File: config.mk
export PLATFORM = sky130hd
export DESIGN_NAME = uart_tx_mmio
export DESIGN_NICKNAME = d
export VERILOG_FILES = /design/src/rtl/uart_pkg.sv /design/src/rtl/uart_tx_fifo.sv /design/src/rtl/uart_tx_mmio.sv
export SDC_FILE = /design/constraint.sdc
export NUM_CORES = 1
export LEC_CHECK = 0
export BUFFER_PORTS_ARGS = -buffer_cell sky130_fd_sc_hd__buf_4
export CAP_MARGIN = 20
export CORE_ASPECT_RATIO = 0.8
export CORE_UTILIZATION = 50
export CTS_CLUSTER_DIAMETER = 150
export DETAILED_ROUTE_END_ITERATION = 8
export MAX_ROUTING_LAYER = met4
export PLACE_DENSITY = 0.8
export REMOVE_ABC_BUFFERS = 1
export SLEW_MARGIN = 5
export SYNTH_ARGS = -nofsm -noshare
export SYNTH_HDL_FRONTEND = slang
export SYNTH_HIERARCHICAL = 1
export SYNTH_SLANG_ARGS = --single-unit
File: constraint.sdc
create_clock -name clk_i -period 2.7 [get_ports clk_i]
set_input_delay 0.405 -clock clk_i [delete_from_list [all_inputs] [get_ports clk_i]]
set_output_delay 0.405 -clock clk_i [all_outputs]
set_load 0.05 [all_outputs]
File: src/rtl/uart_pkg.sv
// Shared types and register-map constants for the memory-mapped UART transmitter.
package uart_pkg;

   typedef enum logic [2:0] {
      StIdle,
      StStart,
      StData,
      StParity,
      StStop
   } tx_state_e;

   localparam logic [31:0] DATA_OFS   = 32'h0;
   localparam logic [31:0] STATUS_OFS = 32'h4;

   localparam int unsigned STAT_FULL   = 0;
   localparam int unsigned STAT_EMPTY  = 1;
   localparam int unsigned STAT_BUSY   = 2;
   localparam int unsigned STAT_PARITY = 3;

endpackage

File: src/rtl/uart_tx_fifo.sv
// Byte-wide TX FIFO; head entry is visible combinationally on dout_o.
// A push is accepted when full only if a pop happens in the same cycle.
module uart_tx_fifo #(
   parameter int unsigned DEPTH = 16
) (
   input  logic       clk_i,
   input  logic       rst_ni,
   input  logic       push_i,
   input  logic       pop_i,
   input  logic [7:0] din_i,
   output logic [7:0] dout_o,
   output logic       full_o,
   output logic       empty_o
);

   localparam int unsigned AddrW = (DEPTH > 1) ? $clog2(DEPTH) : 1;

   if ((DEPTH < 2) || ((DEPTH & (DEPTH - 1)) != 0)) begin : g_depth_check
      $error("uart_tx_fifo: DEPTH must be a power of two >= 2");
   end

   logic [7:0]     mem_q [DEPTH];
   logic [AddrW:0] wptr_q, wptr_d, rptr_q, rptr_d;
   logic           do_push, do_pop;

   // Extra pointer MSB distinguishes full from empty when the indices match.
   assign empty_o = (wptr_q == rptr_q);
   assign full_o  = (wptr_q[AddrW] != rptr_q[AddrW]) &&
                    (wptr_q[AddrW-1:0] == rptr_q[AddrW-1:0]);
   assign dout_o  = mem_q[rptr_q[AddrW-1:0]];

   assign do_pop  = pop_i && !empty_o;
   assign do_push = push_i && (!full_o || do_pop);

   always_comb begin
      wptr_d = do_push ? wptr_q + 1'b1 : wptr_q;
      rptr_d = do_pop  ? rptr_q + 1'b1 : rptr_q;
   end

   always_ff @(posedge clk_i or negedge rst_ni) begin
      if (!rst_ni) begin
         wptr_q <= '0;
         rptr_q <= '0;
      end else begin
         wptr_q <= wptr_d;
         rptr_q <= rptr_d;
      end
   end

   always_ff @(posedge clk_i) begin
      if (do_push) begin
         mem_q[wptr_q[AddrW-1:0]] <= din_i;
      end
   end

endmodule

File: src/rtl/uart_tx_mmio.sv
// Memory-mapped UART transmitter: DATA writes feed a TX FIFO, frames leave LSB-first on tx_o.
// Define UART_TX_PARITY_EN to insert an even-parity bit before the stop bit.
module uart_tx_mmio
   import uart_pkg::*;
#(
   parameter int unsigned CLK_FREQ   = 100_000_000,
   parameter int unsigned BAUD       = 1_000_000,
   parameter logic [31:0] BASE_ADDR  = 32'h4000_0000,
   parameter int unsigned FIFO_DEPTH = 16
) (
   input  logic        clk_i,
   input  logic        rst_ni,
   input  logic [3:0]  dbus_en_i,
   input  logic [31:0] dbus_write_addr_i,
   input  logic [31:0] dbus_write_data_i,
   input  logic [31:0] dbus_read_addr_i,
   output logic [31:0] dbus_read_data_o,
   output logic        tx_o
);

   localparam int unsigned ClksPerBit = CLK_FREQ / BAUD;
   localparam int unsigned CntW       = (ClksPerBit > 1) ? $clog2(ClksPerBit) : 1;
   localparam logic [CntW-1:0] CntMax = CntW'(ClksPerBit - 1);
   localparam logic [31:0] DataAddr   = BASE_ADDR + DATA_OFS;
   localparam logic [31:0] StatusAddr = BASE_ADDR + STATUS_OFS;

   if (ClksPerBit < 2) begin : g_cpb_check
      $error("uart_tx_mmio: CLK_FREQ/BAUD must be >= 2");
   end

   tx_state_e       state_q, state_d;
   logic [CntW-1:0] cnt_q, cnt_d;
   logic [2:0]      bit_idx_q, bit_idx_d;
   logic [7:0]      shift_q, shift_d;
   logic            tx_q, tx_d;
   logic [31:0]     rdata_q, rdata_d;
   logic [31:0]     status;
   logic            bit_done, busy;
   logic            fifo_push, fifo_pop, fifo_full, fifo_empty;
   logic [7:0]      fifo_dout;
`ifdef UART_TX_PARITY_EN
   logic            parity_q, parity_d;
`endif

   logic unused_bus;
   assign unused_bus = ^{dbus_en_i[3:1], dbus_write_data_i[31:8]};

   assign fifo_push = dbus_en_i[0] && (dbus_write_addr_i == DataAddr);

   uart_tx_fifo #(
      .DEPTH (FIFO_DEPTH)
   ) u_fifo (
      .clk_i   (clk_i),
      .rst_ni  (rst_ni),
      .push_i  (fifo_push),
      .pop_i   (fifo_pop),
      .din_i   (dbus_write_data_i[7:0]),
      .dout_o  (fifo_dout),
      .full_o  (fifo_full),
      .empty_o (fifo_empty)
   );

   always_ff @(posedge clk_i or negedge rst_ni) begin
      if (!rst_ni) begin
         state_q   <= StIdle;
         cnt_q     <= '0;
         bit_idx_q <= '0;
         shift_q   <= '0;
         tx_q      <= 1'b1;
         rdata_q   <= '0;
`ifdef UART_TX_PARITY_EN
         parity_q  <= 1'b0;
`endif
      end else begin
         state_q   <= state_d;
         cnt_q     <= cnt_d;
         bit_idx_q <= bit_idx_d;
         shift_q   <= shift_d;
         tx_q      <= tx_d;
         rdata_q   <= rdata_d;
`ifdef UART_TX_PARITY_EN
         parity_q  <= parity_d;
`endif
      end
   end

   assign bit_done = (cnt_q == CntMax);

   always_comb begin
      state_d   = state_q;
      cnt_d     = cnt_q;
      bit_idx_d = bit_idx_q;
      shift_d   = shift_q;
      fifo_pop  = 1'b0;
`ifdef UART_TX_PARITY_EN
      parity_d  = parity_q;
`endif
      if (state_q != StIdle) begin
         cnt_d = bit_done ? '0 : cnt_q + 1'b1;
      end
      unique case (state_q)
         StIdle: begin
            if (!fifo_empty) begin
               fifo_pop  = 1'b1;
               shift_d   = fifo_dout;
               cnt_d     = '0;
               bit_idx_d = '0;
               state_d   = StStart;
`ifdef UART_TX_PARITY_EN
               parity_d  = ^fifo_dout;
`endif
            end
         end
         StStart: if (bit_done) state_d = StData;
         StData: begin
            if (bit_done) begin
               shift_d   = shift_q >> 1;
               bit_idx_d = bit_idx_q + 1'b1;
               if (bit_idx_q == 3'd7) begin
`ifdef UART_TX_PARITY_EN
                  state_d = StParity;
`else
                  state_d = StStop;
`endif
               end
            end
         end
         StParity: if (bit_done) state_d = StStop;
         StStop:   if (bit_done) state_d = StIdle;
         default:  state_d = StIdle;
      endcase
   end

   // Line level is computed from the next state so tx_o comes straight from a flop.
   always_comb begin
      tx_d = 1'b1;
      busy = (state_q != StIdle);
      unique case (state_d)
         StStart: tx_d = 1'b0;
         StData:  tx_d = shift_d[0];
`ifdef UART_TX_PARITY_EN
         StParity: tx_d = parity_d;
`endif
         default: tx_d = 1'b1;
      endcase
   end

   always_comb begin
      status             = '0;
      status[STAT_FULL]  = fifo_full;
      status[STAT_EMPTY] = fifo_empty;
      status[STAT_BUSY]  = busy;
`ifdef UART_TX_PARITY_EN
      status[STAT_PARITY] = 1'b1;
`endif
      rdata_d = (dbus_read_addr_i == StatusAddr) ? status : '0;
   end

   assign dbus_read_data_o = rdata_q;
   assign tx_o             = tx_q;

endmodule

==> metrics.md, run 1 <==
| Metric | Value |
|---|---|
| Post-Place Cells | `slightly below 700` |
| Reg clk slew, reported paths | `0.07 ns` |
| Final Hold Violating Endpoints | `0` |
| Setup Slack @ Placement | `0.0643 ns` |
| Placed Area | `7880 um2` |
| Max frequency | `0.388 GHz` |
| Remaining antenna violation count | `0` |
| Max Cap Viol | `0` |
| Startpoint-to-endpoint class of the critical path | `reg2reg` |
| Post-detailed-routing wire length | `14,600 um` |
| Static Leak | `about 3.2 nW` |
| Clock net sink count | `163` |
| Die width | `between 100 and 150 um` |
| Initial antenna violation count | `0` |
| Type of element capturing the critical path | `flip-flop` |
| Most common cell in the netlist | `sky130_fd_sc_hd__edfxtp_1` |
| Port buffer count | `78` |
| Final standard cell utilization of the core | `0.614` |
| DRT Pass-1 Iters | `7` |
| All-layer global routing usage | `0.221` |
| Pwr/cell area | `607 nW/um2` |
| Data arrival time of the critical path | `2.68 ns` |
| Insertion delay of the later-clocked pin in the worst-skew pair | `~0.43 ns` |
| Post-layout min period | `approximately 2.6 ns` |
| Async S/R FF share, synth | `0.215` |
| Final cell count without fillers | `727` |
| Post-synthesis sequential area ratio | `0.660` |
| Final count of negative-setup-slack endpoints | `0` |
| Most area-consuming cells after synthesis | `sky130_fd_sc_hd__edfxtp_1, sky130_fd_sc_hd__dfrtp_1, sky130_fd_sc_hd__mux4_2` |
| Worst hold slack | `roughly 0.28 ns` |
| HP Class | `in2reg` |
| CP Launch Type | `flip-flop` |
| Proportion of layout cells with a drive suffix above 1 | `0.320` |
| Required arrival time at the worst endpoint | `2.81 ns` |
| Proportion of power drawn by combinational gates | `0.042` |
| Clock Tree Buf Depth | `2` |
| Vias in the first global route | `between 4,000 and 5,000` |
| Worst slew margin relative to its limit | `0.365` |
| Total number of H-tree levels | `4` |
| Gp weighted congestion | `0.744` |
| Standard-cell rows | `38` |
| Distinct cell type count after synthesis | `51` |
| Total Power | `5.12 mW` |
| Pin count of the biggest net entering global routing | `36` |
| Layout Area Growth over Synthesis | `17.8%` |
| Total number of vias | `4,118` |
| Nets@finish | `about 640` |
| Count of state elements after synthesis | `163` |
| Remaining global-route overflow | `0` |
| DRC violations left | `0` |
| Total Negative Setup Slacks | `0 ns` |
| Clock network power share | `0.429` |
| # IOs | `135` |
| Number of CTS-inserted buffers | `17` |
| Run status | `completed` |
| Largest voltage drop on the vdd net | `0.000506 V` |
| DR vias/cell | `around 5.7` |
| Cells after Synth | `437` |
| Area of the mapped netlist | `7160 um2` |
| Antenna Diode Count | `0` |
| Yosys top cell area share | `0.537` |
| Synthesized area per cell | `~16 um2` |
| Yosys warns | `6` |
| Fraction of power consumed by sequential logic | `0.529` |
| Max Clock Skew | `0.0127 ns` |
| First DRT Iteration DRCs | `approximately 380` |
| Full die area | `14,800 um2` |
| Predominant post-synthesis flop cell | `sky130_fd_sc_hd__edfxtp_1` |
| TritonCTS clock tree | `built` |
| Final cycle utilization of the critical path | `0.954` |
| Worst Tran Pin Value | `around 0.95 ns` |
| Unrepaired setup endpoints after global routing | `no` |
| Switching share of power | `0.215` |
| Number of synthesized flops with an enable pin | `128` |
| Final worst-path setup slack | `0.124 ns` |
| Resized cells post-CTS | `0` |
| Max FO, Critical Path | `16` |
| Core region area | `about 14,000 um2` |
| Initial standard-cell utilization of the core | `0.521` |
| Root buffer cell | `sky130_fd_sc_hd__clkbuf_16` |
| Per-cell routed wire length | `20.1 um` |
| Global-route wire length before repair | `22,600 um` |
| Chip height | `109 um` |
| Final slew viol count | `0` |
| Final instance area | `8430 um2` |
| Psw | `1.10 mW` |
| Cell-internal power | `4.02 mW` |
| Cell types with the highest counts after synthesis | `sky130_fd_sc_hd__edfxtp_1, sky130_fd_sc_hd__dfrtp_1, sky130_fd_sc_hd__mux4_2` |
| Library cell with the largest summed area after synthesis | `sky130_fd_sc_hd__edfxtp_1` |
| Final HPWL DP | `roughly 9500 um` |
==> layout by cell type (no fill, tap or decap), types with 2 or more instances in the layout <==
| master | n |
|---|---|
| sky130_fd_sc_hd__conb_1 | 29 |
| sky130_fd_sc_hd__nor2_1 | 14 |
| sky130_fd_sc_hd__nor4b_1 | 3 |
| sky130_fd_sc_hd__inv_6 | 3 |
| sky130_fd_sc_hd__clkbuf_1 | 4 |
| sky130_fd_sc_hd__ha_1 | 8 |
| sky130_fd_sc_hd__nand2b_1 | 2 |
| sky130_fd_sc_hd__inv_4 | 3 |
| sky130_fd_sc_hd__mux2i_1 | 2 |
| sky130_fd_sc_hd__nor3_1 | 4 |
| sky130_fd_sc_hd__clkbuf_16 | 18 |
| sky130_fd_sc_hd__o21ai_1 | 7 |
| sky130_fd_sc_hd__nand4_1 | 7 |
| sky130_fd_sc_hd__a22oi_1 | 16 |
| sky130_fd_sc_hd__a22o_1 | 6 |
| sky130_fd_sc_hd__and3_1 | 15 |
| sky130_fd_sc_hd__and2_1 | 4 |
| sky130_fd_sc_hd__a21o_1 | 6 |
| sky130_fd_sc_hd__a21oi_1 | 4 |
| sky130_fd_sc_hd__nand3_1 | 4 |
| sky130_fd_sc_hd__a31o_1 | 2 |
| sky130_fd_sc_hd__o32a_1 | 2 |
| sky130_fd_sc_hd__dfrtp_1 | 33 |
| sky130_fd_sc_hd__nor2b_1 | 5 |
| sky130_fd_sc_hd__clkinv_4 | 2 |
| sky130_fd_sc_hd__buf_4 | 98 |
| sky130_fd_sc_hd__or3_1 | 4 |
| sky130_fd_sc_hd__xor2_1 | 6 |
| sky130_fd_sc_hd__nor4_1 | 12 |
| sky130_fd_sc_hd__nand2_1 | 25 |
| sky130_fd_sc_hd__inv_1 | 5 |
| sky130_fd_sc_hd__mux4_2 | 32 |
| sky130_fd_sc_hd__clkinv_2 | 2 |
| sky130_fd_sc_hd__edfxtp_1 | 128 |
| sky130_fd_sc_hd__xnor2_1 | 8 |
| sky130_fd_sc_hd__xnor2_2 | 4 |
==> power groups by stage <==
| stage | sequential (mW) | clock, mW | combinational (mW) |
|---|---|---|---|
| 4_1_cts | 2.71 | 2.22 | 0.214 |
| 2_1_floorplan | 2.76 | 0 | 0.0926 |
| 6_report | 2.71 | 2.20 | 0.214 |
| 3_3_place_gp | 2.76 | 0 | 0.205 |
| 5_1_grt | 2.71 | 2.33 | 0.230 |
| 3_5_place_dp | 2.76 | 0 | 0.213 |
==> worst max-delay path, stage by stage, from the launching register on <==
cell,delay (ns)
sky130_fd_sc_hd__dfrtp_1,0.47
sky130_fd_sc_hd__xnor2_2,0.21
sky130_fd_sc_hd__nand4_2,0.15
sky130_fd_sc_hd__or2_4,0.30
sky130_fd_sc_hd__inv_1,0.07
sky130_fd_sc_hd__nand2b_1,0.13
sky130_fd_sc_hd__inv_2,0.09
sky130_fd_sc_hd__o31a_4,0.44
sky130_fd_sc_hd__and3_1,0.39
==> layer usage <==
layer  GRT usage  up-vias  wire length (um)
met5           -        -                 0
met4      0.0851        0               244
met3      0.0437       21               842
met2       0.351      151              7530
met1       0.284     2104              6030
li1            -     1842                 -
==> final cells by class <==
| type | count | area (um2) |
|---|---|---|
| Clock buffer | 22 | 465 |
| Clock inverter | 10 | 72.6 |
| Fill cell | 956 | 5310 |
| Inverter | 6 | 22.5 |
| Multi-Input combinational cell | 246 | 2160 |
| Sequential cell | 163 | 4720 |
| Tap cell | 180 | 225 |
| Timing Repair Buffer | 100 | 766 |
==> flip-flops by register name (all words and copies together) (netlist names) <==
name and cells:
state_q 3, u_fifo/mem_q 128, shift_q 8, u_fifo/rptr_q 5, dbus_read_data_o 3, bit_idx_q 3, cnt_q 7, tx_o 1
u_fifo/wptr_q 5
==> timing repair <==
action / 4_1_cts / 5_1_grt
setup buffers: 0 / 0
hold buffers: 1 / 0
endpoints found under the hold margin: 34 / 0
==> cell families after synthesis <==
family | after synthesis | share of synthesized area
flops | 163 | 0.660
simple gates | 109 | 0.0892
buf+inv | 56 | 0.0537
compound gates | 46 | 0.0502
mux | 36 | 0.107
xor+xnor | 18 | 0.0262
fa+ha+maj | 8 | 0.0140
other cells | 1 | 0.000524
==> final timing paths <==
check	startpoint	end	slack [ns]	depth (start not counted)
setup / recovery	u_fifo/wptr_q[0]$_DFFE_PN0P_	u_fifo/mem_q[10][2]$_DFFE_PP_	0.12	8
hold reg to reg	shift_q[3]$_DFFE_PN0P_	shift_q[3]$_DFFE_PN0P_	0.48	1
setup reg to reg	u_fifo/wptr_q[0]$_DFFE_PN0P_	u_fifo/mem_q[10][2]$_DFFE_PP_	0.12	8
min in group asynchronous	rst_ni	cnt_q[5]$_DFF_PN0_	0.50	2
max in group asynchronous	rst_ni	tx_o$_DFF_PN1_	1.86	2
hold / removal	dbus_write_data_i[4]	u_fifo/mem_q[12][4]$_DFFE_PP_	0.28	1
No activity file was read; power rests on OpenSTA's default activity.
==> run 2: changes to the inputs <==
PLACE_DENSITY = 0.74   (was 0.8)
==> metrics.md, run 2 (synthesized netlist as in run 1, its figures left out) <==
| Metric | Value |
|---|---|
| Run status | `completed` |
| Total number of H-tree levels | `4` |
| Unrepaired setup endpoints after global routing | `no` |
| Largest voltage drop on the vdd net | `a little over 0.0005 V` |
| Total number of vias | `4,093` |
| Fraction of power consumed by sequential logic | `0.509` |
| Static Leak | `3.27 nW` |
| Number of flip-flops under the largest register name | `about 130` |
| Startpoint-to-endpoint class of the critical path | `reg2reg` |
| Final slew viol count | `0` |
| Cell-internal power | `4.17 mW` |
| TritonCTS clock tree | `built` |
| Final Hold Violating Endpoints | `0` |
| Antenna Diode Count | `0` |
| Required arrival time at the worst endpoint | `around 2.8 ns` |
| Per-cell routed wire length | `19.9 um` |
| Root buffer cell | `sky130_fd_sc_hd__clkbuf_16` |
| Chip height | `109 um` |
| Leading cell type in the layout, fill and taps excluded | `sky130_fd_sc_hd__edfxtp_1` |
| Highest metal layer with signal wires | `met4` |
| Remaining antenna violation count | `0` |
| Core region area | `13,700 um2` |
| Worst path top cell family by delay | `simple AND/OR/NAND/NOR gates` |
| Layout Area Growth over Synthesis | `19.1%` |
| Vias in the first global route | `between 4,000 and 5,000` |
| Final cycle utilization of the critical path | `0.954` |
| Total Power | `5.32 mW` |
| Pin count of the biggest net entering global routing | `36` |
| Insertion delay of the later-clocked pin in the worst-skew pair | `0.42 ns` |
| Series of cell instances along the critical path | `xnor2_1 -> nand4_2 -> or2_4 -> inv_1 -> nand2b_1 -> inv_2 -> buf_4 -> o31a_4 -> and3_1` |
| Standard-cell rows | `38` |
| Clock net sink count | `163` |
| Max frequency | `0.388 GHz` |
| Routed met1 length | `between 6000 and 7000 um` |
| Full die area | `14,800 um2` |
| Setup Slack @ Placement | `-0.0900 ns` |
| Met2 layer wire length in the routed design | `7290 um` |
| Type of element capturing the critical path | `flip-flop` |
| Final HPWL DP | `around 9900 um` |
| Detailed-routed wire length on met3 | `752 um` |
| Gp weighted congestion | `0.795` |
| DR vias/cell | `5.59` |
| DRT Pass-1 Iters | `5` |
| Nets@finish | `approximately 650` |
| Initial antenna violation count | `0` |
| Worst slew margin relative to its limit | `0.403` |
| Global-route wire length before repair | `22,100 um` |
| Post-detailed-routing wire length | `14,600 um` |
| Psw | `~1.1 mW` |
| Crit path largest cell delay | `0.45 ns` |
| # IOs | `135` |
| Proportion of layout cells with a drive suffix above 1 | `0.351` |
| Proportion of power drawn by combinational gates | `0.041` |
| Clock network power share | `0.450` |
| Die width | `136 um` |
| Reg clk slew, reported paths | `0.07 ns` |
| Slowest library cell on the worst path | `sky130_fd_sc_hd__o31a_4` |
| Max Clock Skew | `0.0137 ns` |
| CP Launch Type | `flip-flop` |
| Number of CTS-inserted buffers | `17` |
| All-layer global routing usage | `0.218` |
| Post-layout min period | `~2.6 ns` |
| DRC violations left | `0` |
| Remaining global-route overflow | `0` |
| HP Class | `in2reg` |
| Port buffer count | `78` |
| Initial standard-cell utilization of the core | `0.521` |
| Final worst-path setup slack | `0.125 ns` |
| Data arrival time of the critical path | `around 2.7 ns` |
| Most frequent cells in the layout | `sky130_fd_sc_hd__edfxtp_1, sky130_fd_sc_hd__buf_4, sky130_fd_sc_hd__dfrtp_1` |
| Clock Tree Buf Depth | `2` |
| Final count of negative-setup-slack endpoints | `0` |
| First DRT Iteration DRCs | `around 360` |
| Max FO, Critical Path | `16` |
| Switching share of power | `0.216` |
| Pwr/cell area | `624 nW/um2` |
| Number of buffer and inverter stages on the critical path | `3` |
| Worst Tran Pin Value | `0.893 ns` |
| Max Cap Viol | `0` |
| Layout fillers | `974` |
## run 2: changes by cell type in the layout (fill, tap and decap cells not counted), moves of 2 or more
cell and delta:
sky130_fd_sc_hd__and3_1 -11, sky130_fd_sc_hd__and3_2 +11, sky130_fd_sc_hd__buf_4 +5, sky130_fd_sc_hd__bufinv_16 +2, sky130_fd_sc_hd__clkbuf_1 -3, sky130_fd_sc_hd__clkinv_2 -2, sky130_fd_sc_hd__clkinvlp_4 +3, sky130_fd_sc_hd__inv_4 -3
sky130_fd_sc_hd__inv_8 +2
## run 2: per-stage QoR
| stage | util | hold WS (ns) | TNS, ns | instances | cell area (um2) |
|---|---|---|---|---|---|
| after floorplan | - | 0.109 | -119.82 | 415 | 6900 |
| after global placement | 0.575 | 0.379 | -0.770 | 698 | 7900 |
| after detailed placement | 0.575 | 0.386 | -0.731 | 699 | 7910 |
| after CTS | 0.619 | 0.260 | 0 | 732 | 8510 |
| after global routing | 0.620 | 0.269 | 0 | 732 | 8520 |
| final | 0.620 | 0.267 | 0 | 732 | 8520 |
## run 2: final timing paths
| path | from | endpoint | slack, ns | cells past startpoint |
|---|---|---|---|---|
| worst max-delay path | u_fifo/rptr_q[3]$_DFFE_PN0P_ | u_fifo/mem_q[8][3]$_DFFE_PP_ | 0.13 | 9 |
| worst min-delay path | dbus_read_addr_i[13] | dbus_read_data_o[2]$_DFF_PN0_ | 0.27 | 4 |
| worst max register to register | u_fifo/rptr_q[3]$_DFFE_PN0P_ | u_fifo/mem_q[8][3]$_DFFE_PP_ | 0.13 | 9 |
| worst min register to register | shift_q[1]$_DFFE_PN0P_ | shift_q[1]$_DFFE_PN0P_ | 0.48 | 1 |
| max in group asynchronous | rst_ni | tx_o$_DFF_PN1_ | 1.87 | 2 |
| min in group asynchronous | rst_ni | state_q[2]$_DFF_PN0_ | 0.48 | 2 |
## run 2: timing repair
item | in CTS | in global routing
setup endpoints to repair | 0 | 79
endpoints found under the hold margin | 34 | 0
gates resized for setup | 0 | 11
hold buffers | 1 | 0
setup buffers | 0 | 0
## run 2: per-layer routing
metal / GRT usage / vias to the layer above
li1: - / 1850
met1: 0.285 / 2078
met2: 0.337 / 143
met3: 0.0442 / 22
met4: 0.0851 / 0
met5: - / -
## run 2: layout make-up
type                            instances  area, um2  area share
Clock buffer                           18        429      0.0503
Clock inverter                         14        166      0.0195
Inverter                                6       22.5     0.00264
Multi-Input combinational cell        246       2170       0.255
Sequential cell                       163       4720       0.554
Tap cell                              180        225      0.0264
Timing Repair Buffer                  105        788      0.0925
## run 2: worst reg2reg max path: cells and delay by family (launching register included)
kind                      cells  cell delay, ns
DFF                           1            0.40
buffers and inverters         3            0.34
AOI/OAI and AO/OA             1            0.45
and+or+nand+nor               4            0.89
xor gates and xnor gates      1            0.19
## run 2: power by group through the flow
stage | clock network, mW | registers (mW) | logic (mW)
final | 2.39 | 2.71 | 0.217
after global routing | 2.53 | 2.71 | 0.231
after CTS | 2.42 | 2.71 | 0.218
after detailed placement | 0 | 2.76 | 0.217
after global placement | 0 | 2.76 | 0.209
after floorplan | 0 | 2.76 | 0.0926
